<file path="src/rtl/ram_arb_pkg.sv">
// Shared constants and helpers for the RAM port-B arbiter.
package ram_arb_pkg;

  localparam int unsigned REQ_CPU = 0;
  localparam int unsigned REQ_DMA = 1;
  localparam int unsigned REQ_VID = 2;

  localparam int unsigned DEF_DATA_WIDTH = 8;
  localparam int unsigned DEF_ADDR_WIDTH = 16;

  // Widest requester vector the helpers accept.
  localparam int unsigned MAX_REQ = 8;

  // Index of the set bit in a one-hot vector; zero when no bit is set.
  function automatic logic [2:0] onehot2idx(input logic [MAX_REQ-1:0] oh);
    logic [2:0] idx;
    idx = '0;
    for (int unsigned i = 0; i < MAX_REQ; i++) begin
      if (oh[i]) idx = 3'(i);
    end
    return idx;
  endfunction

endpackage

</file>
<file path="src/rtl/ram_portb_arbiter_if.sv">
// Requester fabric and RAM port-B signals seen by the arbiter.
interface ram_portb_arbiter_if
  import ram_arb_pkg::*;
#(
  parameter int unsigned NUM_REQ    = 3,
  parameter int unsigned DATA_WIDTH = DEF_DATA_WIDTH,
  parameter int unsigned ADDR_WIDTH = DEF_ADDR_WIDTH
);

  logic [NUM_REQ-1:0]            req;
  logic [NUM_REQ-1:0]            we;
  logic [NUM_REQ*ADDR_WIDTH-1:0] addr;
  logic [NUM_REQ*DATA_WIDTH-1:0] wdata;
  logic [NUM_REQ-1:0]            gnt;
  logic [NUM_REQ-1:0]            rvalid;
  logic [DATA_WIDTH-1:0]         rdata;

  logic                          ram_we;
  logic [ADDR_WIDTH-1:0]         ram_addr;
  logic [DATA_WIDTH-1:0]         ram_din;
  logic [DATA_WIDTH-1:0]         ram_dout;

  // Requester fabric side.
  modport master (
    output req, we, addr, wdata,
    input  gnt, rvalid, rdata
  );

  // Arbiter side.
  modport slave (
    input  req, we, addr, wdata, ram_dout,
    output gnt, rvalid, rdata, ram_we, ram_addr, ram_din
  );

  // Block RAM port B.
  modport ram (
    input  ram_we, ram_addr, ram_din,
    output ram_dout
  );

endinterface

</file>
<file path="src/rtl/ram_portb_arbiter_rr_pick.sv">
// Combinational round-robin picker: first requester after last_idx wins.
module rr_pick
  import ram_arb_pkg::*;
#(
  parameter int unsigned N  = 3,
  parameter int unsigned IW = $clog2(N)
) (
  input  logic [N-1:0]  req,
  input  logic [IW-1:0] last_idx,
  output logic [N-1:0]  pick,
  output logic [IW-1:0] idx
);

  logic [2*N-1:0] dbl;
  logic [N-1:0]   rot;

  // Rotate so that bit 0 is the requester just after last_idx, then take the first set bit.
  always_comb begin
    dbl  = {req, req};
    rot  = N'(dbl >> (32'(last_idx) + 32'd1));
    pick = '0;
    for (int unsigned k = 0; k < N; k++) begin
      if (rot[k] && (pick == '0)) begin
        pick = N'(1) << ((32'(last_idx) + 32'd1 + k) % N);
      end
    end
  end

  assign idx = IW'(onehot2idx(MAX_REQ'(pick)));

endmodule

</file>
<file path="src/rtl/ram_portb_arbiter.sv">
// Port-B arbiter for the 64KB block RAM: round-robin with optional CPU priority,
// bounded bursts, registered RAM command and a two-stage read-tag pipeline.
module ram_portb_arbiter
  import ram_arb_pkg::*;
#(
  parameter int unsigned DATA_WIDTH = DEF_DATA_WIDTH,
  parameter int unsigned ADDR_WIDTH = DEF_ADDR_WIDTH,
  parameter int unsigned NUM_REQ    = 3,
  parameter int unsigned BURST_MAX  = 4,
  parameter bit          PRIO0      = 1'b0
) (
  input  logic               clk,
  input  logic               rst_n,
  ram_portb_arbiter_if.slave bus
);

  localparam int unsigned IW = $clog2(NUM_REQ);
  localparam int unsigned CW = $clog2(BURST_MAX) + 1;
  localparam logic [CW-1:0] BURST_LIM = CW'(BURST_MAX - 1);

  logic [IW-1:0]         last_idx;
  logic [CW-1:0]         burst_cnt;
  logic                  prev_any;
  logic [NUM_REQ-1:0]    rr_gnt;
  logic [IW-1:0]         rr_idx;
  logic [NUM_REQ-1:0]    gnt_c;
  logic [IW-1:0]         win_idx;
  logic [NUM_REQ-1:0]    others;
  logic                  keep;
  logic                  any_gnt;
  logic [NUM_REQ-1:0]    rd_tag1;
  logic [NUM_REQ-1:0]    rd_tag2;

  logic [ADDR_WIDTH-1:0] addr_a  [NUM_REQ];
  logic [DATA_WIDTH-1:0] wdata_a [NUM_REQ];

  for (genvar g = 0; g < NUM_REQ; g++) begin : g_unpack
    assign addr_a[g]  = bus.addr[g*ADDR_WIDTH +: ADDR_WIDTH];
    assign wdata_a[g] = bus.wdata[g*DATA_WIDTH +: DATA_WIDTH];
  end

  rr_pick #(.N(NUM_REQ), .IW(IW)) u_pick (
    .req      (bus.req),
    .last_idx (last_idx),
    .pick     (rr_gnt),
    .idx      (rr_idx)
  );

  // Winner selection: CPU override, burst continuation, otherwise round-robin.
  always_comb begin
    gnt_c   = '0;
    win_idx = '0;
    others  = bus.req & ~(NUM_REQ'(1) << last_idx);
    keep    = bus.req[last_idx] && (burst_cnt < BURST_LIM) && (others == '0);
    if (PRIO0 && bus.req[REQ_CPU]) begin
      gnt_c   = NUM_REQ'(1) << REQ_CPU;
      win_idx = IW'(REQ_CPU);
    end else if (keep) begin
      gnt_c   = NUM_REQ'(1) << last_idx;
      win_idx = last_idx;
    end else begin
      gnt_c   = rr_gnt;
      win_idx = rr_idx;
    end
  end

  assign any_gnt    = |gnt_c;
  assign bus.gnt    = gnt_c;
  assign bus.rvalid = rd_tag2;
  assign bus.rdata  = bus.ram_dout;

  // Last-winner pointer and saturating run length of consecutive grants.
  always_ff @(posedge clk or negedge rst_n) begin
    if (!rst_n) begin
      last_idx  <= IW'(NUM_REQ - 1);
      burst_cnt <= '0;
      prev_any  <= 1'b0;
    end else begin
      prev_any <= any_gnt;
      if (any_gnt) begin
        last_idx <= win_idx;
        if (prev_any && (win_idx == last_idx)) begin
          burst_cnt <= (burst_cnt == BURST_LIM) ? burst_cnt : burst_cnt + CW'(1);
        end else begin
          burst_cnt <= '0;
        end
      end else begin
        burst_cnt <= '0;
      end
    end
  end

  // Register the winning command toward RAM port B; address/data hold when idle.
  always_ff @(posedge clk or negedge rst_n) begin
    if (!rst_n) begin
      bus.ram_we   <= 1'b0;
      bus.ram_addr <= '0;
      bus.ram_din  <= '0;
    end else begin
      bus.ram_we <= any_gnt & bus.we[win_idx];
      if (any_gnt) begin
        bus.ram_addr <= addr_a[win_idx];
        bus.ram_din  <= wdata_a[win_idx];
      end
    end
  end

  // Track which requester owns each read in flight, aligned with RAM dout.
  always_ff @(posedge clk or negedge rst_n) begin
    if (!rst_n) begin
      rd_tag1 <= '0;
      rd_tag2 <= '0;
    end else begin
      rd_tag1 <= gnt_c & ~bus.we;
      rd_tag2 <= rd_tag1;
    end
  end

endmodule

</file>
<file path="src/flat_wrapper.sv">
// flat-port wrapper written by rule: the top's interface ports become plain ports
module ram_portb_arbiter_flat import ram_arb_pkg::*;
#(
  parameter int unsigned DATA_WIDTH = DEF_DATA_WIDTH,
  parameter int unsigned ADDR_WIDTH = DEF_ADDR_WIDTH,
  parameter int unsigned NUM_REQ    = 3,
  parameter int unsigned BURST_MAX  = 4,
  parameter bit          PRIO0      = 1'b0
)
  (clk, rst_n, bus_req, bus_we, bus_addr, bus_wdata, bus_ram_dout, bus_gnt, bus_rvalid, bus_rdata, bus_ram_we, bus_ram_addr, bus_ram_din);
  ram_portb_arbiter_if #(.NUM_REQ(NUM_REQ), .DATA_WIDTH(DATA_WIDTH), .ADDR_WIDTH(ADDR_WIDTH)) bus_i ();
  input  logic clk;
  input  logic rst_n;
  input wire logic [$bits(bus_i.req)-1:0] bus_req;
  input wire logic [$bits(bus_i.we)-1:0] bus_we;
  input wire logic [$bits(bus_i.addr)-1:0] bus_addr;
  input wire logic [$bits(bus_i.wdata)-1:0] bus_wdata;
  input wire logic [$bits(bus_i.ram_dout)-1:0] bus_ram_dout;
  output wire logic [$bits(bus_i.gnt)-1:0] bus_gnt;
  output wire logic [$bits(bus_i.rvalid)-1:0] bus_rvalid;
  output wire logic [$bits(bus_i.rdata)-1:0] bus_rdata;
  output wire logic [$bits(bus_i.ram_we)-1:0] bus_ram_we;
  output wire logic [$bits(bus_i.ram_addr)-1:0] bus_ram_addr;
  output wire logic [$bits(bus_i.ram_din)-1:0] bus_ram_din;
  assign bus_i.req = bus_req;
  assign bus_i.we = bus_we;
  assign bus_i.addr = bus_addr;
  assign bus_i.wdata = bus_wdata;
  assign bus_i.ram_dout = bus_ram_dout;
  assign bus_gnt = bus_i.gnt;
  assign bus_rvalid = bus_i.rvalid;
  assign bus_rdata = bus_i.rdata;
  assign bus_ram_we = bus_i.ram_we;
  assign bus_ram_addr = bus_i.ram_addr;
  assign bus_ram_din = bus_i.ram_din;
  ram_portb_arbiter #(.DATA_WIDTH(DATA_WIDTH), .ADDR_WIDTH(ADDR_WIDTH), .NUM_REQ(NUM_REQ), .BURST_MAX(BURST_MAX), .PRIO0(PRIO0)) u_core (.clk(clk), .rst_n(rst_n), .bus(bus_i));
endmodule
</file>
<file path="config.mk">
export PLATFORM = sky130hd
export DESIGN_NAME = ram_portb_arbiter_flat
export DESIGN_NICKNAME = d
export VERILOG_FILES = /design/src/rtl/ram_arb_pkg.sv /design/src/rtl/ram_portb_arbiter_if.sv /design/src/rtl/ram_portb_arbiter_rr_pick.sv /design/src/rtl/ram_portb_arbiter.sv /design/src/flat_wrapper.sv
export SDC_FILE = /design/constraint.sdc
export NUM_CORES = 1
export LEC_CHECK = 0
export CAP_MARGIN = 20
export CELL_PAD_IN_SITES_DETAIL_PLACEMENT = 0
export CELL_PAD_IN_SITES_GLOBAL_PLACEMENT = 1
export CORE_ASPECT_RATIO = 1.2
export CORE_MARGIN = 4
export CORE_UTILIZATION = 31
export DETAILED_ROUTE_END_ITERATION = 6
export PLACE_DENSITY_LB_ADDON = 0.05
export SYNTH_ARGS = -nofsm -noshare
export SYNTH_HDL_FRONTEND = slang
export SYNTH_HIERARCHICAL = 1
export SYNTH_SLANG_ARGS = --single-unit
</file>
<file path="constraint.sdc">
create_clock -name clk -period 7.7 [get_ports clk]
set_clock_uncertainty 0.05 [all_clocks]
set_input_delay 1.925 -clock clk [delete_from_list [all_inputs] [get_ports clk]]
set_output_delay 1.925 -clock clk [all_outputs]
set_load 0.02 [all_outputs]
</file>
### Yosys cells after proc, flatten, opt, wreduce, memory -nomap -nowiden

Cells that the tools add are included.

| word-level totals | value |
|---|---|
| logic and storage cells | 62 |
| bits in registers | 37 |

| operators by class | value |
|---|---|
| equal/unequal tests | 3 |
| div/mod/pow operators | 3 |
| add/sub/neg operators | 4 |
| bitwise gates (word level) | 6 |
| $lt $le $gt $ge | 4 |
| muxes and demuxes | 20 |
| shifts and indexed selects | 5 |
| reductions and logical operators | 9 |

Operators by type and width:

| cell | number |
|---|---|
| $mod A32 B2 Y32 const B | 3 |
| $shl A1 B32 Y3 const A | 3 |
| $add A32 B1 Y32 const B | 1 |
| $bmux W16 S2 | 1 |
| $mux W16 | 2 |
| $shr A6 B32 Y3 | 1 |
| $mux W3 | 7 |
| $bmux W8 S2 | 1 |
| $mux W8 | 2 |
| $logic_not A3 Y1 | 3 |
| $and A3 B3 Y3 | 2 |
| $lt A2 B3 Y1 const B | 2 |
| $not A3 Y3 | 2 |
| $logic_and A1 B1 Y1 | 5 |
| $add A3 B2 Y4 const B | 1 |
| $bmux W1 S2 | 2 |
| $mux W2 | 2 |
| $add A2 B1 Y3 const B | 1 |
| $add A3 B1 Y3 const B | 1 |
| $eq A3 B2 Y1 const B | 1 |
| $ge A3 B3 Y1 const B | 1 |
| $lt A3 B2 Y1 const B | 1 |
| $mux W1 | 3 |
| $ne A3 B3 Y1 const B | 1 |
| other kinds (5) | 5 |

### Logic depth before layout (Yosys ltp)

Gate-level depths: netlist of the first run.

| logic depth | value |
|---|---|
| depth after elaboration | 17 |
| gate-level depth with buffers | 16 |
| depth with buffers taken out | 12 |

### Modules after synthesis

Netlist of the first run, hierarchy kept.

By module, submodules not included:

| module | seq. area each (um2) | times used | cells an instance | area each (um2) |
|---|---|---|---|---|
| ram_portb_arbiter | 927.1 | 1 | 156 | 1941.9 |
| rr_pick | 0.0 | 1 | 45 | 345.3 |

### Worst setup path after synthesis of the first run

OpenSTA, ideal clock, no wires.

| path | value |
|---|---|
| kind | in2out |
| from | input port bus_req[1] |
| to | output port bus_gnt[2] |
| arrival time | 3.304 ns |
| data required time | 5.725 ns |
| cell stages on the path | 9 |
| path slack | 2.421 ns |
| cell sequence | buf_2 > nor2_2 > o221ai_1 > mux2i_1 > a21oi_1 > o21ai_1 > buf_4 > nand2_1 > nand2_1 |

| on the way | value |
|---|---|
| cells in the longest elaborated chain, start to end | 9 |

Ends and longest elaborated chain:

| element | RTL line | source |
|---|---|---|
| from (decl) | flat_wrapper.sv:14 | `input wire logic [$bits(bus_i.req)-1:0] bus_req;` |
| $shr A6 B32 Y3 (*) | ram_portb_arbiter_rr_pick.sv:20 | `rot = N'(dbl >> (32'(last_idx) + 32'd1));` |
| $mux W3 | ram_portb_arbiter_rr_pick.sv:23 | `if (rot[k] && (pick == '0)) begin` |
| $logic_not A3 Y1 | ram_portb_arbiter_rr_pick.sv:23 |  |
| $logic_and A1 B1 Y1 | ram_portb_arbiter_rr_pick.sv:23 |  |
| $mux W3 | ram_portb_arbiter_rr_pick.sv:23 |  |
| $logic_not A3 Y1 | ram_portb_arbiter_rr_pick.sv:23 |  |
| $logic_and A1 B1 Y1 | ram_portb_arbiter_rr_pick.sv:23 |  |
| $mux W3 (*) | ram_portb_arbiter_rr_pick.sv:23 |  |
| named net u_core.rr_gnt[2] | ram_portb_arbiter.sv:24 | `logic [NUM_REQ-1:0] rr_gnt;` |
| $mux W3 (*) | ram_portb_arbiter.sv:58 | `end else if (keep) begin` |
| to (decl) | flat_wrapper.sv:19 | `output wire logic [$bits(bus_i.gnt)-1:0] bus_gnt;` |

Mark *: on every way through the listed nets, which the timed path passes. The rest lies on a longest branch. The select of a mux whose other input is x is not followed.

### Worst setup path after layout of the first run

| path | value |
|---|---|
| from | input port bus_req[2] |
| to | output port bus_gnt[2] |

| on the way | value |
|---|---|
| cells in the longest elaborated chain, start to end | 9 |

Ends and longest elaborated chain:

| element | RTL line |
|---|---|
| $shr A6 B32 Y3 | ram_portb_arbiter_rr_pick.sv:20 |
| $mux W3 | ram_portb_arbiter_rr_pick.sv:23 |
| $logic_not A3 Y1 | ram_portb_arbiter_rr_pick.sv:23 |
| $logic_and A1 B1 Y1 | ram_portb_arbiter_rr_pick.sv:23 |
| $mux W3 | ram_portb_arbiter_rr_pick.sv:23 |
| $logic_not A3 Y1 | ram_portb_arbiter_rr_pick.sv:23 |
| $logic_and A1 B1 Y1 | ram_portb_arbiter_rr_pick.sv:23 |
| $mux W3 | ram_portb_arbiter_rr_pick.sv:23 |
| $mux W3 (*) | ram_portb_arbiter.sv:58 |

Every way passes the cells marked *; elsewhere a longest branch is shown, timed or not. The select of a mux whose other input is x is not followed.

==> results_dict.tcl, run 1 <==
set metrics [dict create \
    n_antenna_cell 0 \
    root_buffer "clkbuf_8" \
    yosys.area_share.xor_xnor_pct 1.15 \
    hold_viol 0 \
    worst_pin_slew_ps 1050 \
    critPathArrivalTime_ps 4610 \
    antenna_found_initial 0 \
    status "complete, no violations" \
    synth_adder_area_share_pct 3.28 \
    clkPwrFrac_pct 8.2 \
    layout-drive-gt1-share_pct 11.6 \
    yosysTopAreaCell "dfrtp_1" \
    async_flop_share_pct 100 \
    cts_setup_buffers 0 \
    area_growth_pct 50.3 \
    final-seq-area_um2 927 \
    core_um2 7230 \
    synthDistinctLibCells 52 \
    cellPowerDensity_nw_per_um2 501 \
    slew_viol_final 0 \
    wl_per_cell_um 18.6 \
    grt_pass1_wl_mm 11.3 \
    worst_hold_slack_ps 300 \
    netlist_top_cells_count "dfrtp_1 (36), a221o_1 (24), a22o_1 (19)" \
    crit_path_end_kind "output port" \
    drc 0 \
    p_int_w 0.000953 \
    io_pins 127 \
    num_vias 2099 \
    first_pass_iters 4 \
    power_leakage_nw 1.41 \
    synth_edf_count 0 \
    power_switching_w 0.000768 \
    syn_inst 201 \
    layout.nets 394 \
    critical_path_class "in2out" \
    via_per_inst 5.37 \
    synthSimpleGateAreaFrac_pct 11.2 \
    cts_buffer_depth 2 \
    yosysWarnings 6 \
    ant_nets 0 \
    place_inst 383 \
    die_area_um2 8820 \
    holdBufCountCts 0 \
    cap_violations 0 \
    grt_max_degree 38 \
    finalWeightedCongestion 0.777 \
    initial_core_util_pct 31.6 \
    yosysSeqAreaShare_pct 40.5 \
    hold_class "reg2reg" \
    slowest_stage "clkdlybuf4s50_1" \
    multiInputGateArea_um2 1170 \
    postCtsResizedCells 0 \
    swShare_pct 44.6 \
    fin_util_pct 47.5 \
    ir_worst_vdd_mv 0.222 \
    synth_fp_nets 295 \
    clock_latency_ps 290 \
    p_comb_share_pct 70.5 \
    ys_seq_elements 37 \
    fmax_mhz 152 \
    fillers 699 \
    period_needed_ps 6590 \
    wl_mm 7.27 \
    slowest_delay_ps 660 \
    port-buffer-count 110 \
    seqPwrFrac_pct 21.4 \
    cts_tree "done" \
    numCtsBuffers 5 \
    synth_compound_area_share_pct 31.6 \
    clock-sinks 37 \
    synth_most_common_cell "dfrtp_1" \
    yosys.area.top_type_share_pct 39.4 \
    cpLargestDelayFamily "buffers and inverters" \
    grt_overflow 0 \
    fin_setup_tns_ps 0 \
    synth_area_leaders "dfrtp_1 (39%), a221o_1 (11%), a22o_1 (7.3%), buf_6 (3.4%), ha_1 (3.3%)" \
    required_ps 5730 \
    rsz0062_at_grt "no" \
    fin_cells 391 \
    netlist_area_um2 2290 \
    clkSlewWorstSetupHoldPaths_ps 70 \
    grt_pass1_vias 2180 \
    h-tree-depth 2 \
    startpoint_type "input port" \
    relSlewSlack_pct 29.9 \
    synthMuxAreaShare_pct 3.94 \
    cp_cell_sequence "clkdlybuf4s50_1 -> or2_2 -> o221ai_1 -> mux2i_1 -> a21oi_1 -> o21ai_1 -> nand2_1 -> nand2_1 -> clkdlybuf4s50_1" \
    die_width_um 86.4 \
    core.rowCount 34 \
    synth_top_family_by_area "compound AO/OA/AOI/OAI gates" \
    synth_flop_cell "dfrtp_1" \
    drt_iter0_markers 105 \
    avgSynthCellArea_um2 11.4 \
    final-setup-viol-count 0 \
    die_height_um 102 \
    cp_max_fo 9 \
    grtUsageTotal_pct 16.3 \
    cp_num_buf_inv 2 \
    period_share_pct 85.5 \
    dp_hpwl_mm 5.32 \
]
## per-layer routing
layer / vias to the layer above / track usage (%) / wire, um
li1: 985 / - / -
met1: 1033 / 20.0 / 3070
met2: 73 / 28.6 / 3610
met3: 8 / 2.98 / 507
met4: 0 / 5.52 / 74
met5: - / 0 / 0
## final timing paths
check / start / endpoint / slack [ps] / depth (start not counted)
worst max-delay path: bus_req[2] / bus_gnt[2] / 1110 / 9
worst min-delay path: u_core/rd_tag1[2] / u_core/bus.rvalid[2] / 300 / 0
worst max register to register: u_core/last_idx[0] / u_core/bus.ram_din[1] / 3630 / 13
worst min register to register: u_core/rd_tag1[2] / u_core/bus.rvalid[2] / 300 / 0
max in group asynchronous: rst_n / u_core/bus.ram_addr[11] / 5360 / 1
min in group asynchronous: rst_n / u_core/bus.ram_din[3] / 1700 / 1
## worst register-to-register path, cell delays in order (launching register included)
cell	delay, ps
dfrtp_1	800
inv_2	160
ha_1	300
nand2_1	120
a32oi_2	130
mux2i_1	320
a21oi_1	90
o21ai_1	480
nor3_1	220
nor3_1	230
a21oi_2	90
nor2_2	520
buf_4	320
a221o_1	180
## placed cells by master, fill, tap and decap left out, types with 3 or more instances in the layout
master,n
inv_1,3
clkdlybuf4s50_1,109
a22o_2,5
nand3_1,4
ha_1,6
buf_4,3
dfrtp_1,36
nor3_1,3
clkbuf_8,6
mux2i_1,5
o21ai_1,4
nor2_1,6
a221o_1,24
a22o_1,19
xor2_1,3
a21oi_1,6
o21ai_0,3
nand2_1,12
## sequential cells by signal, summed over array words and instances (netlist names)
| signal | cells |
|---|---|
| u_core/bus.ram_we | 1 |
| u_core/bus.ram_addr | 16 |
| u_core/bus.rvalid | 3 |
| u_core/burst_cnt | 3 |
| u_core/prev_any | 1 |
| u_core/bus.ram_din | 8 |
| u_core/rd_tag1 | 3 |
| u_core/last_idx | 2 |
## final cells by class
class	instances	area share [%]
multi-input combinational	138	34.0
tap	90	3.28
timing repair buffer	113	32.5
clock buffer	8	2.62
sequential	37	27.0
inverter	5	0.546
## kinds of logic after synthesis
kind of cell | after synthesis
multiplexers | 8
AO/OA/AOI/OAI | 77
AND/OR/NAND/NOR | 44
adder cells (fa/ha/maj) | 6
buffers and inverters | 26
flip-flops | 37
XOR/XNOR | 3
## per-stage QoR
step	setup slack [ps]	instance area, um2	power [W]
2_1_floorplan	2420	2290	0.00126
3_3_place_gp	1170	3350	0.00160
3_5_place_dp	1090	3350	0.00158
4_1_cts	1080	3440	0.00174
5_1_grt	886	3440	0.00185
6_report	1110	3440	0.00172
## power groups by stage
| stage | registers, W | clock network [W] | logic (W) |
|---|---|---|---|
| 5_1_grt | 0.000380 | 0.000158 | 0.00131 |
| 3_5_place_dp | 0.000371 | 0 | 0.00121 |
| 4_1_cts | 0.000368 | 0.000149 | 0.00122 |
| 6_report | 0.000367 | 0.000141 | 0.00121 |
| 2_1_floorplan | 0.000442 | 0 | 0.000822 |
| 3_3_place_gp | 0.000368 | 0 | 0.00123 |
(Power assumes the default switching activity.)
==> run 2: changes to the inputs <==
PLACE_DENSITY_LB_ADDON = 0.1   (was 0.05)
==> results_dict.tcl, run 2 (same netlist as run 1, synthesis figures left out) <==
set metrics [dict create \
    fmax_mhz 152 \
    cts_setup_buffers 0 \
    pre_cts_ws_ps 1110 \
    grt_pass1_wl_mm 10.9 \
    clock-sinks 37 \
    relSlewSlack_pct 44.5 \
    cap_violations 0 \
    final-setup-viol-count 0 \
    grt_max_degree 38 \
    largest_reg_flops 16 \
    first_pass_iters 4 \
    port-buffer-count 110 \
    required_ps 5730 \
    hold_viol 0 \
    layout-drive-gt1-share_pct 11.6 \
    fin_util_pct 48.0 \
    finalWorstSetupSlack_ps 1100 \
    r2r_setup_slack_ps 3590 \
    critical_path_class "in2out" \
    status "complete, no violations" \
    critPathArrivalTime_ps 4620 \
    root_buffer "clkbuf_8" \
    area_growth_pct 51.7 \
    core_um2 7230 \
    regMostFlops "u_core/bus.ram_addr" \
    via_per_inst 5.34 \
    drc 0 \
    slew_viol_final 0 \
    period_share_pct 85.7 \
    worst_pin_slew_ps 832 \
    fin_setup_tns_ps 0 \
    antenna_found_initial 0 \
    die_height_um 102 \
    clock_latency_ps 280 \
    grtUsageTotal_pct 15.7 \
    numCtsBuffers 5 \
    finalWeightedCongestion 0.760 \
    final-seq-area_um2 927 \
    drt_iter0_markers 103 \
    fin_cells 392 \
    wl_per_cell_um 18.0 \
    power_leakage_nw 1.42 \
    largestRegisters "u_core/bus.ram_addr x16, u_core/bus.ram_din x8" \
    fillers 697 \
    multiInputGateArea_um2 1170 \
    core.rowCount 34 \
    holdBufCountCts 0 \
    cp_max_fo 9 \
    cts_tree "done" \
    period_needed_ps 6600 \
    place_inst 382 \
    grt_overflow 0 \
    ant_nets 0 \
    hold_class "reg2reg" \
    ir_worst_vdd_mv 0.270 \
    cellPowerDensity_nw_per_um2 511 \
    io_pins 127 \
    num_vias 2094 \
    initial_core_util_pct 31.6 \
    n_antenna_cell 0 \
    postCtsResizedCells 0 \
    rsz0062_at_grt "no" \
    wl_mm 7.05 \
    die_width_um 86.4 \
    clkSlewWorstSetupHoldPaths_ps 60 \
    dp_hpwl_mm 5.21 \
    crit_path_end_kind "output port" \
    grt_pass1_vias 2059 \
    layout.nets 395 \
    startpoint_type "input port" \
    mostFrequentLayoutCell "clkdlybuf4s50_1" \
    cts_buffer_depth 2 \
    h-tree-depth 2 \
    final_cell_mix "clkdlybuf4s50_1 (109), dfrtp_1 (36), a221o_1 (24), a22o_1 (19), nand2_1 (12)" \
    die_area_um2 8820 \
]
## run 2: per-layer routing
layer | vias to the layer above | track usage [%] | share of wire, %
li1 | 987 | - | -
met1 | 1005 | 19.6 | 42
met2 | 88 | 26.4 | 49
met3 | 14 | 3.79 | 7.0
met4 | 0 | 5.64 | 2.3
met5 | - | 0 | 0
## run 2: worst max-delay path, cell delays in order
cell,delay (ps)
clkdlybuf4s50_1,660
or2_2,170
o221ai_1,120
mux2i_1,310
a21oi_1,80
o21ai_1,500
nand2_1,140
nand2_1,100
clkdlybuf4s50_1,610
## run 2: worst paths after layout
| check | to | cells past startpoint | start |
|---|---|---|---|
| max in group asynchronous | u_core/bus.rvalid[0] | 1 | rst_n |
| worst min-delay path | u_core/bus.rvalid[0] | 0 | u_core/rd_tag1[0] |
| min in group asynchronous | u_core/bus.ram_din[0] | 1 | rst_n |
| worst min register to register | u_core/bus.rvalid[0] | 0 | u_core/rd_tag1[0] |
| worst max register to register | u_core/bus.ram_din[5] | 13 | u_core/last_idx[0] |
| worst max-delay path | bus_gnt[2] | 9 | bus_req[2] |
## run 2: layout make-up
| class | instances | share of cell area, % |
|---|---|---|
| flip-flops and latches | 37 | 26.7 |
| inverters | 5 | 0.541 |
| well taps | 90 | 3.25 |
| repair buffers | 114 | 33.5 |
| multi-input cells | 138 | 33.7 |
| clock buffers | 8 | 2.31 |
## run 2: power by group
group / switching (W) / total [W] / internal [W]
combinational: 0.000646 / 0.00128 / 0.000631
sequential: 0.0000652 / 0.000365 / 0.000300
clock: 0.0000647 / 0.000129 / 0.0000643
total: 0.000776 / 0.00177 / 0.000995
## run 2: through the flow
step	area, um2	hold WS, ps	power, W
2_1_floorplan	2290	281	0.00126
3_3_place_gp	3330	288	0.00158
3_5_place_dp	3350	286	0.00160
4_1_cts	3430	302	0.00174
5_1_grt	3470	314	0.00190
6_report	3470	299	0.00177
